### src/rtl/bpr_multi_averager.sv
// bpr_multi_averager
// Four-stage pipelined rounded-mean of the good lanes among NUM_INPUTS
// neighbour pixels, for the bad pixel replacer.
//
// Ports
//   clk           system clock
//   srst          synchronous active-high reset, only effective when cen=1
//   cen           clock enable; cen=0 freezes every stage
//   pix_in_valid  pix_in set is valid this cycle
//   pix_in        NUM_INPUTS lanes of {good, payload[DATA_WIDTH-1:0]}
//   hold_last_en  all-bad policy for this item (1 = hold last good, 0 = zero)
//   pix_out       {good, averaged payload}
//   pix_out_valid pix_out / good_cnt carry a new item this cycle
//   good_cnt      number of good lanes of the item on pix_out
//
// Stages
//   1: input register, payloads of bad lanes forced to zero
//   2: sum of payloads and popcount of flags
//   3: round-half-up add of floor(k/2), divide by k
//   4: all-bad policy, last_good update, output register

module bpr_multi_averager #(
    parameter int DATA_WIDTH = 14,
    parameter int NUM_INPUTS = 4,
    parameter int CNT_WIDTH  = $clog2(NUM_INPUTS + 1)
) (
    input  logic                                   clk,
    input  logic                                   srst,
    input  logic                                   cen,
    input  logic                                   pix_in_valid,
    input  logic [NUM_INPUTS*(DATA_WIDTH+1)-1:0]   pix_in,
    input  logic                                   hold_last_en,
    output logic [DATA_WIDTH:0]                    pix_out,
    output logic                                   pix_out_valid,
    output logic [CNT_WIDTH-1:0]                   good_cnt
);

    localparam int LANE_W = DATA_WIDTH + 1;
    // 8 * (2^W - 1) + floor(8/2) < 2^(W+3), so the rounded sum never overflows.
    localparam int SUM_W  = DATA_WIDTH + 3;

    // ---------------- stage 1 ----------------
    logic [DATA_WIDTH-1:0] s1_data_d [NUM_INPUTS];
    logic [DATA_WIDTH-1:0] s1_data_q [NUM_INPUTS];
    logic [NUM_INPUTS-1:0] s1_flag_d, s1_flag_q;
    logic                  s1_hold_q;
    logic                  s1_valid_q;

    always_comb begin
        for (int i = 0; i < NUM_INPUTS; i++) begin
            s1_flag_d[i] = pix_in[i*LANE_W + DATA_WIDTH];
            s1_data_d[i] = s1_flag_d[i] ? pix_in[i*LANE_W +: DATA_WIDTH] : '0;
        end
    end

    // ---------------- stage 2 ----------------
    logic [SUM_W-1:0]     s2_sum_d, s2_sum_q;
    logic [CNT_WIDTH-1:0] s2_cnt_d, s2_cnt_q;
    logic                 s2_hold_q;
    logic                 s2_valid_q;

    always_comb begin
        s2_sum_d = '0;
        s2_cnt_d = '0;
        for (int i = 0; i < NUM_INPUTS; i++) begin
            s2_sum_d = s2_sum_d + SUM_W'(s1_data_q[i]);
            s2_cnt_d = s2_cnt_d + CNT_WIDTH'(s1_flag_q[i]);
        end
    end

    // ---------------- stage 3 ----------------
    logic [SUM_W-1:0]      s2_rnd;
    logic [DATA_WIDTH-1:0] s3_quot_d, s3_quot_q;
    logic [CNT_WIDTH-1:0]  s3_cnt_q;
    logic                  s3_hold_q;
    logic                  s3_valid_q;

    // One constant divisor per possible k; only the branch matching the
    // popcount is selected, so each divider is exact by construction.
    // The quotient of a rounded mean never exceeds the largest payload,
    // so truncating to DATA_WIDTH loses nothing.
    always_comb begin
        s2_rnd    = s2_sum_q + SUM_W'(s2_cnt_q >> 1);
        s3_quot_d = '0;
        for (int d = 1; d <= NUM_INPUTS; d++) begin
            if (s2_cnt_q == CNT_WIDTH'(d)) begin
                s3_quot_d = DATA_WIDTH'(s2_rnd / SUM_W'(d));
            end
        end
    end

    // ---------------- stage 4 ----------------
    logic [DATA_WIDTH:0]   result;
    logic [DATA_WIDTH:0]   pix_out_d, pix_out_q;
    logic [CNT_WIDTH-1:0]  good_cnt_d, good_cnt_q;
    logic [DATA_WIDTH-1:0] last_good_d, last_good_q;
    logic                  pix_out_valid_q;

    always_comb begin
        if (s3_cnt_q != '0) begin
            result = {1'b1, s3_quot_q};
        end else if (s3_hold_q) begin
            // last_good_q still holds the value from before this item
            result = {1'b0, last_good_q};
        end else begin
            result = '0;
        end

        pix_out_d   = pix_out_q;
        good_cnt_d  = good_cnt_q;
        last_good_d = last_good_q;
        if (s3_valid_q) begin
            pix_out_d  = result;
            good_cnt_d = s3_cnt_q;
            if (s3_cnt_q != '0) begin
                last_good_d = s3_quot_q;
            end
        end
    end

    // Control and observable state: reset and enable.
    always_ff @(posedge clk) begin
        if (cen) begin
            if (srst) begin
                s1_valid_q      <= 1'b0;
                s2_valid_q      <= 1'b0;
                s3_valid_q      <= 1'b0;
                pix_out_valid_q <= 1'b0;
                pix_out_q       <= '0;
                good_cnt_q      <= '0;
                last_good_q     <= '0;
            end else begin
                s1_valid_q      <= pix_in_valid;
                s2_valid_q      <= s1_valid_q;
                s3_valid_q      <= s2_valid_q;
                pix_out_valid_q <= s3_valid_q;
                pix_out_q       <= pix_out_d;
                good_cnt_q      <= good_cnt_d;
                last_good_q     <= last_good_d;
            end
        end
    end

    // Datapath registers need no reset: their contents are only used
    // when the matching valid bit is set.
    always_ff @(posedge clk) begin
        if (cen) begin
            for (int i = 0; i < NUM_INPUTS; i++) begin
                s1_data_q[i] <= s1_data_d[i];
            end
            s1_flag_q <= s1_flag_d;
            s1_hold_q <= hold_last_en;
            s2_sum_q  <= s2_sum_d;
            s2_cnt_q  <= s2_cnt_d;
            s2_hold_q <= s1_hold_q;
            s3_quot_q <= s3_quot_d;
            s3_cnt_q  <= s2_cnt_q;
            s3_hold_q <= s2_hold_q;
        end
    end

    assign pix_out       = pix_out_q;
    assign pix_out_valid = pix_out_valid_q;
    assign good_cnt      = good_cnt_q;

endmodule

### config.mk
export PLATFORM = sky130hd
export DESIGN_NAME = bpr_multi_averager
export DESIGN_NICKNAME = d
export VERILOG_FILES = /design/src/rtl/bpr_multi_averager.sv
export SDC_FILE = /design/constraint.sdc
export NUM_CORES = 1
export LEC_CHECK = 0
export CORE_MARGIN = 2
export CORE_UTILIZATION = 50
export DETAILED_ROUTE_END_ITERATION = 7
export HOLD_SLACK_MARGIN = 0.05
export PLACE_DENSITY = 0.77
export SETUP_SLACK_MARGIN = 0.05
export SLEW_MARGIN = 0
export SYNTH_ARGS = -nofsm -noshare
export SYNTH_HDL_FRONTEND = slang
export SYNTH_SLANG_ARGS = --single-unit
### constraint.sdc
create_clock -name clk -period 12.9 [get_ports clk]
set_input_delay 2.58 -clock clk [delete_from_list [all_inputs] [get_ports clk]]
set_output_delay 2.58 -clock clk [all_outputs]
set_load 0.01 [all_outputs]
# [After elaboration in Yosys (flattened, before gate mapping)]
# Memories as Yosys holds them, arrays and structs flattened.
# Index checks and enable logic that the tools add are counted.
[totals] reg_bits=80 latchBits=0 ramBits=56 mem_bits_ro=0 out_inout_bits=19 wordCells=49 n_memories=1
[memory_table] name="s1_data_q" words=4 word_bits=14 rd=4 rd_clocked_by_memory_dff=0 wr=4 line_no="44" source="logic [DATA_WIDTH-1:0] s1_data_q [NUM_INPUTS];"
[op_classes] add_sub_neg=7 multipliers=0 n_div=1 n_lt_le_gt_ge=0 eq_ne=4 shifts=0 mux=16 n_bitwise=0 reduce_logical=5
[op_table] operator="14-bit two-way mux" count=11
[op_table] operator="15-bit two-way mux" count=2
[op_table] operator="16-bit by 14-bit adder with 17-bit output" count=1
[op_table] operator="17-bit by 2-bit adder with 17-bit output" count=1
[op_table] operator="17-bit by 2-bit divider with 17-bit output (second input constant)" count=1
[op_table] operator="15-bit by 14-bit adder with 16-bit output" count=1
[op_table] operator="14-bit by 14-bit adder with 15-bit output" count=1
[op_table] operator="3-bit by 2-bit equality test with 1-bit output (second input constant)" count=2
[op_table] operator="2-bit nonzero test" count=2
[op_table] operator="2-bit by 1-bit adder with 3-bit output" count=1
[op_table] operator="3-bit by 1-bit adder with 3-bit output" count=1
[op_table] operator="3-bit by 1-bit equality test with 1-bit output (second input constant)" count=1
[op_table] operator="3-bit equality test (second input constant)" count=1
[op_table] operator="3-bit two-way mux" count=1
[op_table] operator="3-bit AND reduction" count=1
[op_table] operator="3-bit nonzero test" count=1
[op_table] operator="1-bit by 1-bit adder with 2-bit output" count=1
[op_table] operator="1-bit two-way mux" count=2
[op_table] operator="2-bit AND reduction" count=1

# [Longest topological paths before layout]
# Gate-level depths: netlist of run 1.
[depth] word_depth=5 ltp_mapped=48 ltp_nobuf=41

# [Least setup slack after synthesis of run 1]
# No wires, ideal clock.
[synth_timing] path_type="reg2reg" start="reg s2_cnt_q[2]" end="reg s3_quot_q[0], data pin" setup_time_ns=0.280 arrival_time_ns=10.118 setup_slack_ns=2.502 path_stages_with_launch=42 path_buffers=2 period_less_slack_ns=10.398 path_cell_list="edfxtp_1 ha_1 a21o_1 nand3_1 nor3_1 nor2_1 inv_1 ha_1 inv_1 a221oi_1 o221ai_1 or2_2 a311oi_2 a31oi_2 or4_4 a31o_1 o221a_1 nor3_2 (+6 left out) o21ai_0 nand3b_1 o2111a_1 nor4b_4 a41oi_1 a21oi_2 nand4_2 o22ai_1 nand4_2 nor2_2 buf_2 xnor2_1 ha_1 nand2b_1 nor3_1 or4_1 o41ai_1 a41oi_1"
[synth_via] elab_chain_cells=5 elab_cells_between_ends=10
[synth_lines] element="start: declaration" line_no="58" source="logic [CNT_WIDTH-1:0] s2_cnt_d, s2_cnt_q;"
[synth_lines] element="start signal: assignment" line_no="154" source="s2_cnt_q <= s2_cnt_d;"
[synth_lines] element="branches (longest 4 deep; another with 17-bit by 2-bit adder with 17-bit output)"
[synth_lines] element="14-bit two-way mux *" line_no="86" source="if (s2_cnt_q == CNT_WIDTH'(d)) begin"
[synth_lines] element="net s3_quot_d[0]" line_no="73" source="logic [DATA_WIDTH-1:0] s3_quot_d, s3_quot_q;"
[synth_lines] element="end signal: assignment" line_no="156" source="s3_quot_q <= s3_quot_d;"
[synth_lines] element="end: declaration" line_no="73"
# Mark *: on every way through the listed nets, which the timed path passes.
# A chain may end at the register's enable or synchronous reset.

# [Worst setup path after layout of run 1]
[layout_timing] start="reg s2_sum_q[0]" end="reg s3_quot_q[0], data pin"
[layout_via] elab_chain_cells=5 elab_cells_between_ends=6
[layout_lines] element="start: declaration" line_no="57" source="logic [SUM_W-1:0] s2_sum_d, s2_sum_q;"
[layout_lines] element="start signal: assignment" line_no="153" source="s2_sum_q <= s2_sum_d;"
[layout_lines] element="17-bit by 2-bit adder with 17-bit output *" line_no="83" source="s2_rnd = s2_sum_q + SUM_W'(s2_cnt_q >> 1);"
[layout_lines] element="branches (longest 3 deep; another with 17-bit by 2-bit divider with 17-bit output)"
[layout_lines] element="14-bit two-way mux *" line_no="86"
[layout_lines] element="net s3_quot_d[0]" line_no="73"
# Marks and branches as above.

==> results of run 1 <==
==> kinds of logic (layout without fill, tap and decap cells) <==
kind of cell	Yosys count	count (layout)	share of synthesized area, %
adders and majority gates	52	52	7.994
DFF	135	135	37.10
xor gates and xnor gates	70	70	5.680
AOI/OAI and AO/OA	363	363	23.17
and+or+nand+nor	440	440	22.05
buffers and inverters	77	169	3.241
muxes	8	8	0.7673
==> worst paths after layout <==
kind,slack [ns],endpoint
setup reg to reg,0.97,s3_quot_q[0]
hold / removal,0.42,s2_hold_q
hold reg to reg,0.42,s2_hold_q
setup / recovery,0.97,s3_quot_q[0]
==> sequential cells by signal, summed over array words and instances (netlist names) <==
register,cells
s1_valid_q,1
s2_hold_q,1
good_cnt,3
s1_flag_q,4
s2_valid_q,1
s3_quot_q,14
last_good_q,14
s3_cnt_q,3
s1_hold_q,1
s3_valid_q,1
s2_sum_q,16
s3_hold_q,1
pix_out_valid,1
pix_out,15
s1_data_q,56
s2_cnt_q,3
==> critical path: cells and delay by family, from the launching register on <==
family / cells / cell delay (ns)
XOR/XNOR: 1 / 0.18
flip-flops: 1 / 0.35
AND/OR/NAND/NOR: 16 / 5.34
multiplexers: 1 / 0.46
adder cells (fa/ha/maj): 4 / 1.11
buffers and inverters: 2 / 0.26
AO/OA/AOI/OAI: 15 / 3.92
==> what timing repair did <==
item | CTS | global route
hold buffers | 0 | 0
endpoints found under the hold margin | 0 | 0
gates resized for setup | 0 | 4
endpoints found under the setup margin | 0 | 1
==> layout by cell type, fill, tap and decap left out, types with 8 or more instances in the layout <==
cell type        Yosys  layout
edfxtp_1           135     135
nand2_1             90      90
a21oi_1             89      88
clkdlybuf4s50_1      0      82
nor2_1              82      81
and2_1              66      66
o21ai_0             59      59
nand3_1             57      57
xnor2_1             44      44
fa_1                30      30
inv_1               28      28
buf_4                4      27
xor2_1              25      25
nor3_1              24      24
nor2b_1             24      24
o22ai_1             23      23
ha_1                21      21
a211oi_1            18      18
a22oi_1             18      18
a21o_1              17      17
clkbuf_16            0      17
nand4_1             13      13
or3_1               10      10
o211ai_1            10      10
nand2b_1             9       9
o21ai_1              9       9
o21a_1               9       9
a211o_1              9       9
a31oi_1              8       8
==> layer usage <==
metal | vias to the layer above | global-route usage (%) | part of all wire (%)
met5 | - | 0 | 0
met4 | 0 | 10.15 | 3.0
met3 | 75 | 3.708 | 6.8
met2 | 412 | 40.54 | 50
met1 | 4448 | 28.54 | 40
li1 | 4500 | - | -
==> area by class of cell <==
type | count | area, µm²
fillers | 1885 | 8939
well taps | 280 | 350.3
inverters | 28 | 105.1
clock inverters | 14 | 185.2
repair buffers | 109 | 1023
flip-flops and latches | 135 | 4054
clock buffers | 18 | 429.2
multi-input cells | 933 | 6535
==> through the flow <==
step                      area, µm²  hold slack, ns  cells  setup WS, ns  utilization [%]
after CTS                     12660          0.4223   1517        0.8367            58.58
final                         12680          0.4201   1517        0.9685            58.66
after global routing          12680          0.4310   1517        0.1006            58.66
after floorplan               10930          0.4003   1145         2.502                -
after detailed placement      12050          0.4065   1485        0.8719            55.74
after global placement        12050          0.4022   1485         1.111            55.74
==> results.cfg, run 1 <==
[floorplanning]
coreArea_mm2 = 0.02162
start_util_pct = 50.53
die_area_mm2 = 0.02305
die_h_um = 151.8
rows = 54
die_w_um = 151.8
pin_count = 84

[sta]
rsz0062_at_grt = no
max_slew_margin_pct = 26.55
skew_ns = 0.01203
fin_crit_sh_pct = 92.49
max_freq_mhz = 83.81
min_period_ns = 11.93
fin_setup_tns_ns = 0
hold_viol = 0
final-setup-viol-count = 0
tightest_slew_ns = 1.094
slew_viol_final = 0

[routing]
vias = 9435
viasPerCell = 6.220
remaining_drc_errors = 0
drt_pass1_iterations = 5
wl_mm = 27.06
routedWlPerCell_um = 17.84
postRouteAntennaNets = 0
drt_iter0_drc = 940

[logic_synthesis]
syn_area_per_cell_um2 = 9.542
synth_top_area_share_pct = 37.10
yosys_register_bits = 135
async_flop_share_pct = 0
yosysTopAreaCell = edfxtp_1
syn_nets = 1261
yosysMostFrequentCell = edfxtp_1
synth_ff_type = edfxtp_1
ys_types = 109
yosysWarnings = 0
synth_commonest_cells = 135 x edfxtp_1, 90 x nand2_1, 89 x a21oi_1
synthTopCellsByArea = edfxtp_1 37%, fa_1 5.5%, a21oi_1 4.1%
synth_edf_count = 135
syn-cell-area_mm2 = 0.01093
syn_inst = 1145
synth.yosys.seq_area_share_pct = 37.10

[grt]
gr-total-overflow = 0
grt_pass1_wl_mm = 44.44
track_usage_pct = 23.25
grt_max_degree = 68
antenna_found_initial = 0
grt_pass1_vias = 9087

[critical_path]
critPathSlowestCell = or4_4
cpPeakStageDelay_ns = 0.59
critPathLaunch = s2_sum_q[0]
path_max_fanout = 12
reg2reg_depth = 39
required_ns = 13.06
end_kind = flop
crit_arrival_ns = 12.09
critPathLaunchType = flop
critPathKind = reg2reg
reg2reg_from = s2_sum_q[0]

[cts]
cts_buffers = 17
cts_tree = built
clockRootBuffer = clkbuf_16
clock_sinks = 135
path_clk_slew_ns = 0.06
cts_max_path_buffers = 2
htreeDepth = 4
cts_setup_buffers = 0
clkLatencyLatePin_ns = 0.43

[placement]
hpwlAfterDp_mm = 20.24
numPortBuffers = 83
place_congestion = 0.9444

[final_layout]
drive_gt1_share_pct = 10.11
nets = 1340
insertedDiodeCount = 0
area_growth_pct = 16.08

[job]
cap_violations = 0

[hold_path]
hp-start = s1_hold_q
hold_path_depth = 0
min_path_type = reg2reg

[run_status]
outcome = completed
Power of run 1 is left out: the tool's default activity adds up to more than one toggle a clock period on the data nets, which glitch-free logic cannot reach.
==> inputs of run 2 (changes only) <==
--- a/config.mk
+++ b/config.mk
@@ -9,7 +9,7 @@
 export CORE_UTILIZATION = 50
 export DETAILED_ROUTE_END_ITERATION = 7
 export HOLD_SLACK_MARGIN = 0.05
-export PLACE_DENSITY = 0.77
+export PLACE_DENSITY = 0.7
 export SETUP_SLACK_MARGIN = 0.05
 export SLEW_MARGIN = 0
 export SYNTH_ARGS = -nofsm -noshare
==> constraint.sdc (replaced) <==
create_clock -name clk -period 14.4 [get_ports clk]
set_input_delay 2.88 -clock clk [delete_from_list [all_inputs] [get_ports clk]]
set_output_delay 2.88 -clock clk [all_outputs]
set_load 0.01 [all_outputs]
==> run 2 against run 1 <==
Utilization is 0.64 points lower. Via count is 2.1% lower. Worst setup slack better by 0.51 ns. Global-route usage is 0.60 points higher. Maximum frequency is 7.6% lower. Final area is 1.1% lower. Hold slack better by 0.0065 ns. Register-to-register slack better by 0.51 ns. Critical path depth is 1 higher. Flip-flop and latch count stayed put. Final cell count is 0.79% lower.
==> results.cfg, run 2 (same netlist as run 1, synthesis figures left out) <==
[final_layout]
layout_commonest_cell = edfxtp_1
nets = 1328
insertedDiodeCount = 0
top_register = s1_data_q
area_growth_pct = 14.81
drive_gt1_share_pct = 9.061
layout_common_cells = 135 x edfxtp_1, 90 x nand2_1, 89 x a21oi_1, 82 x nor2_1, 82 x clkdlybuf4s50_1
finalNonFillerCells = 1505
largest_register_ffs = 56
fin_area_mm2 = 0.01254
nFillCells = 1950

[cts]
cts_tree = built
clockRootBuffer = clkbuf_16
htreeDepth = 4
cts_max_path_buffers = 2
ctsHoldBuffers = 0
ctsResizeCount = 0
path_clk_slew_ns = 0.07
cts_buffers = 17
clkLatencyLatePin_ns = 0.43
clock_sinks = 135
cts_setup_buffers = 0

[sta]
skew_ns = 0.01294
rsz0062_at_grt = no
max_slew_margin_pct = 31.88
max_freq_mhz = 77.41
fin_setup_tns_ns = 0
holdWs_ns = 0.4266
hold_viol = 0
final-setup-viol-count = 0
fin_crit_sh_pct = 89.71
tightest_slew_ns = 1.020
slew_viol_final = 0
min_period_ns = 12.92

[critical_path]
r2r_slack_ns = 1.48
critPathLaunchType = flop
path_max_fanout = 31
cpPeakStageDelay_ns = 0.76
critPathSlowestCell = nor3_2
crit_arrival_ns = 13.07
required_ns = 14.55
end_kind = flop
critPathKind = reg2reg
reg2reg_depth = 40

[routing]
vias = 9233
drt_iter0_drc = 728
drt_pass1_iterations = 7
routedWlPerCell_um = 18.33
remaining_drc_errors = 0
postRouteAntennaNets = 0
wl_mm = 27.59
viasPerCell = 6.135

[grt]
track_usage_pct = 23.85
antenna_found_initial = 0
gr-total-overflow = 0
grt_max_degree = 59
grt_pass1_vias = 8737
grt_pass1_wl_mm = 44.92

[floorplanning]
rows = 54
start_util_pct = 50.53
coreArea_mm2 = 0.02162
die_h_um = 151.8
die_w_um = 151.8
die_area_mm2 = 0.02305
pin_count = 84

[run_status]
outcome = completed

[hold_path]
hold_path_depth = 0
min_path_type = reg2reg

[job]
cap_violations = 0

[placement]
numPortBuffers = 83
dp.cells = 1473
place_congestion = 0.9439
hpwlAfterDp_mm = 20.69
dpl-instance-area_mm2 = 0.01196
==> run 2: changes by cell type in the layout (fill, tap and decap cells not counted), sizes merged <==
cell    delta
clkbuf     -1
clkinv     +1
bufinv     -2
buf       -12
inv        +2
==> run 2: final cells by class <==
cell class	instances	area, µm²	share of cell area, %
Clock buffer	17	425.4	3.392
Multi-Input combinational cell	933	6518	51.96
Sequential cell	135	4054	32.32
Clock inverter	15	157.7	1.257
Tap cell	280	350.3	2.793
Inverter	28	105.1	0.8379
Timing Repair Buffer	97	933.4	7.441
==> run 2: metal layers <==
layer	share of wire, %	vias to the layer above	global-route usage, %	wire length [µm]
li1	-	4483	-	-
met1	42	4341	30.31	11510
met2	51	359	42.17	13960
met3	5.5	50	3.309	1515
met4	2.2	0	7.566	606
met5	0	-	0	0
==> run 2: final timing paths <==
path               startpoint           end
setup / recovery  s2_cnt_q[1]  s3_quot_q[0]
hold / removal      s2_hold_q     s3_hold_q
setup reg to reg  s2_cnt_q[1]  s3_quot_q[0]
hold reg to reg     s2_hold_q     s3_hold_q
==> run 2: through the flow <==
stage	utilization [%]	worst slack, ns
after floorplan	-	4.002
after global placement	55.32	1.826
after detailed placement	55.32	1.710
after CTS	58.02	1.619
after global routing	58.02	0.3880
final	58.02	1.482
==> run 2: worst max-delay path: cells and delay by family, from the launching register on <==
family / cells / cell delay, ns
and+or+nand+nor: 17 / 6.26
buffers and inverters: 3 / 0.58
adders and majority gates: 4 / 1.17
xor gates and xnor gates: 1 / 0.20
AOI/OAI and AO/OA: 13 / 3.46
muxes: 2 / 0.62
DFF: 1 / 0.32
Power of run 2 is left out for the same reason.
==> inputs of run 3 (changes only) <==
--- a/config.mk
+++ b/config.mk
@@ -7,10 +7,12 @@
 export LEC_CHECK = 0
 export CORE_MARGIN = 2
 export CORE_UTILIZATION = 50
+export CTS_BUF_LIST = sky130_fd_sc_hd__clkbuf_2
 export DETAILED_ROUTE_END_ITERATION = 7
 export HOLD_SLACK_MARGIN = 0.05
 export PLACE_DENSITY = 0.7
 export SETUP_SLACK_MARGIN = 0.05
+export SKIP_LAST_GASP = 1
 export SLEW_MARGIN = 0
 export SYNTH_ARGS = -nofsm -noshare
 export SYNTH_HDL_FRONTEND = slang
==> run 3 against run 2 <==
The run now ends with DRC left. Maximum frequency barely moved. Global-route usage fell by 0.41 points. Die area unchanged. Highest routed layer unchanged. Worst setup slack got worse by 0.012 ns. Routed wire length is 0.89% lower.
==> results.cfg, run 3 (same netlist as run 1, synthesis figures left out) <==
[cts]
cts_tree = built
ctsHoldBuffers = 0
ctsResizeCount = 0
htreeDepth = 4
path_clk_slew_ns = 0.29
clock_sinks = 135
clockRootBuffer = clkbuf_2
cts_max_path_buffers = 2
cts_buffers = 17
cts_setup_buffers = 0
clkLatencyLatePin_ns = 0.75

[critical_path]
critPathLaunchType = flop
crit_arrival_ns = 13.45
cpPeakStageDelay_ns = 0.76
critPathKind = reg2reg
required_ns = 14.92
critPathSlowestCell = nor3_2
end_kind = flop
path_max_fanout = 31

[run_status]
violations = DRC
outcome = complete, but fails checks

[floorplanning]
die_w_um = 151.8
start_util_pct = 50.53
die_area_mm2 = 0.02305
coreArea_mm2 = 0.02162
die_h_um = 151.8
pin_count = 84
rows = 54

[routing]
drt_pass1_iterations = 7
postRouteAntennaNets = 0
viasPerCell = 6.084
routedWlPerCell_um = 18.16
vias = 9162
remaining_drc_errors = 1
drt_iter0_drc = 790
wl_mm = 27.34

[sta]
final-setup-viol-count = 0
max_slew_margin_pct = 31.52
min_period_ns = 12.93
slew_viol_final = 0
rsz0062_at_grt = no
tightest_slew_ns = 1.025
max_freq_mhz = 77.34
fin_crit_sh_pct = 89.79
postLayoutSetupSlackWorst_ns = 1.470
skew_ns = 0.05304
fin_setup_tns_ns = 0
hold_viol = 0

[final_layout]
layout_commonest_cell = edfxtp_1
nets = 1328
fin_area_mm2 = 0.01221
drive_gt1_share_pct = 9.061
layout_common_cells = 135 x edfxtp_1, 90 x nand2_1, 89 x a21oi_1, 82 x nor2_1, 82 x clkdlybuf4s50_1
area_growth_pct = 11.72
top_register = s1_data_q
largest_register_ffs = 56

[job]
cap_violations = 0

[grt]
grt_pass1_wl_mm = 44.33
antenna_found_initial = 1
grt_pass1_vias = 8664
grt_max_degree = 59
track_usage_pct = 23.44
gr-total-overflow = 0

[placement]
dpl-instance-area_mm2 = 0.01196
place_ws_ns = 1.710
place_congestion = 0.9439
numPortBuffers = 83
hpwlAfterDp_mm = 20.69

[hold_path]
min_path_type = reg2reg
## run 3: area by class of cell
cell class / count / area (µm²)
multi-input combinational: 933 / 6518
timing repair buffer: 97 / 933.4
sequential: 135 / 4054
antenna: 1 / 2.502
clock inverter: 15 / 157.7
clock buffer: 17 / 85.08
fill: 1994 / 9415
tap: 280 / 350.3
inverter: 28 / 105.1
## run 3: routing by layer
metal | part of all wire, % | track usage, %
met2 | 50 | 40.99
met3 | 5.1 | 3.052
met4 | 2.3 | 7.343
met5 | 0 | 0
met1 | 42 | 30.36
## run 3: worst paths after layout
check	from	to	slack, ns	depth (start not counted)
hold / removal	s2_hold_q	s3_hold_q	0.47	0
setup reg to reg	s2_cnt_q[1]	s3_quot_q[0]	1.47	40
hold reg to reg	s2_hold_q	s3_hold_q	0.47	0
setup / recovery	s2_cnt_q[1]	s3_quot_q[0]	1.47	40
## run 3: critical path: cells and delay by family (launching register included)
family / cells / cell delay (ns)
compound gates: 13 / 3.46
buf+inv: 3 / 0.58
simple gates: 17 / 6.26
xor+xnor: 1 / 0.20
fa+ha+maj: 4 / 1.18
flops: 1 / 0.39
mux: 2 / 0.62
## run 3: per-stage QoR
stage               hold WS (ns)  instances  util, %
finish                    0.4685       1506    56.45
CTS                       0.4665       1505    56.44
global placement          0.4064       1473    55.32
global route              0.4836       1506    56.45
detailed placement        0.4070       1473    55.32
floorplan                 0.4003       1145        -
Power of run 3 is left out for the same reason.
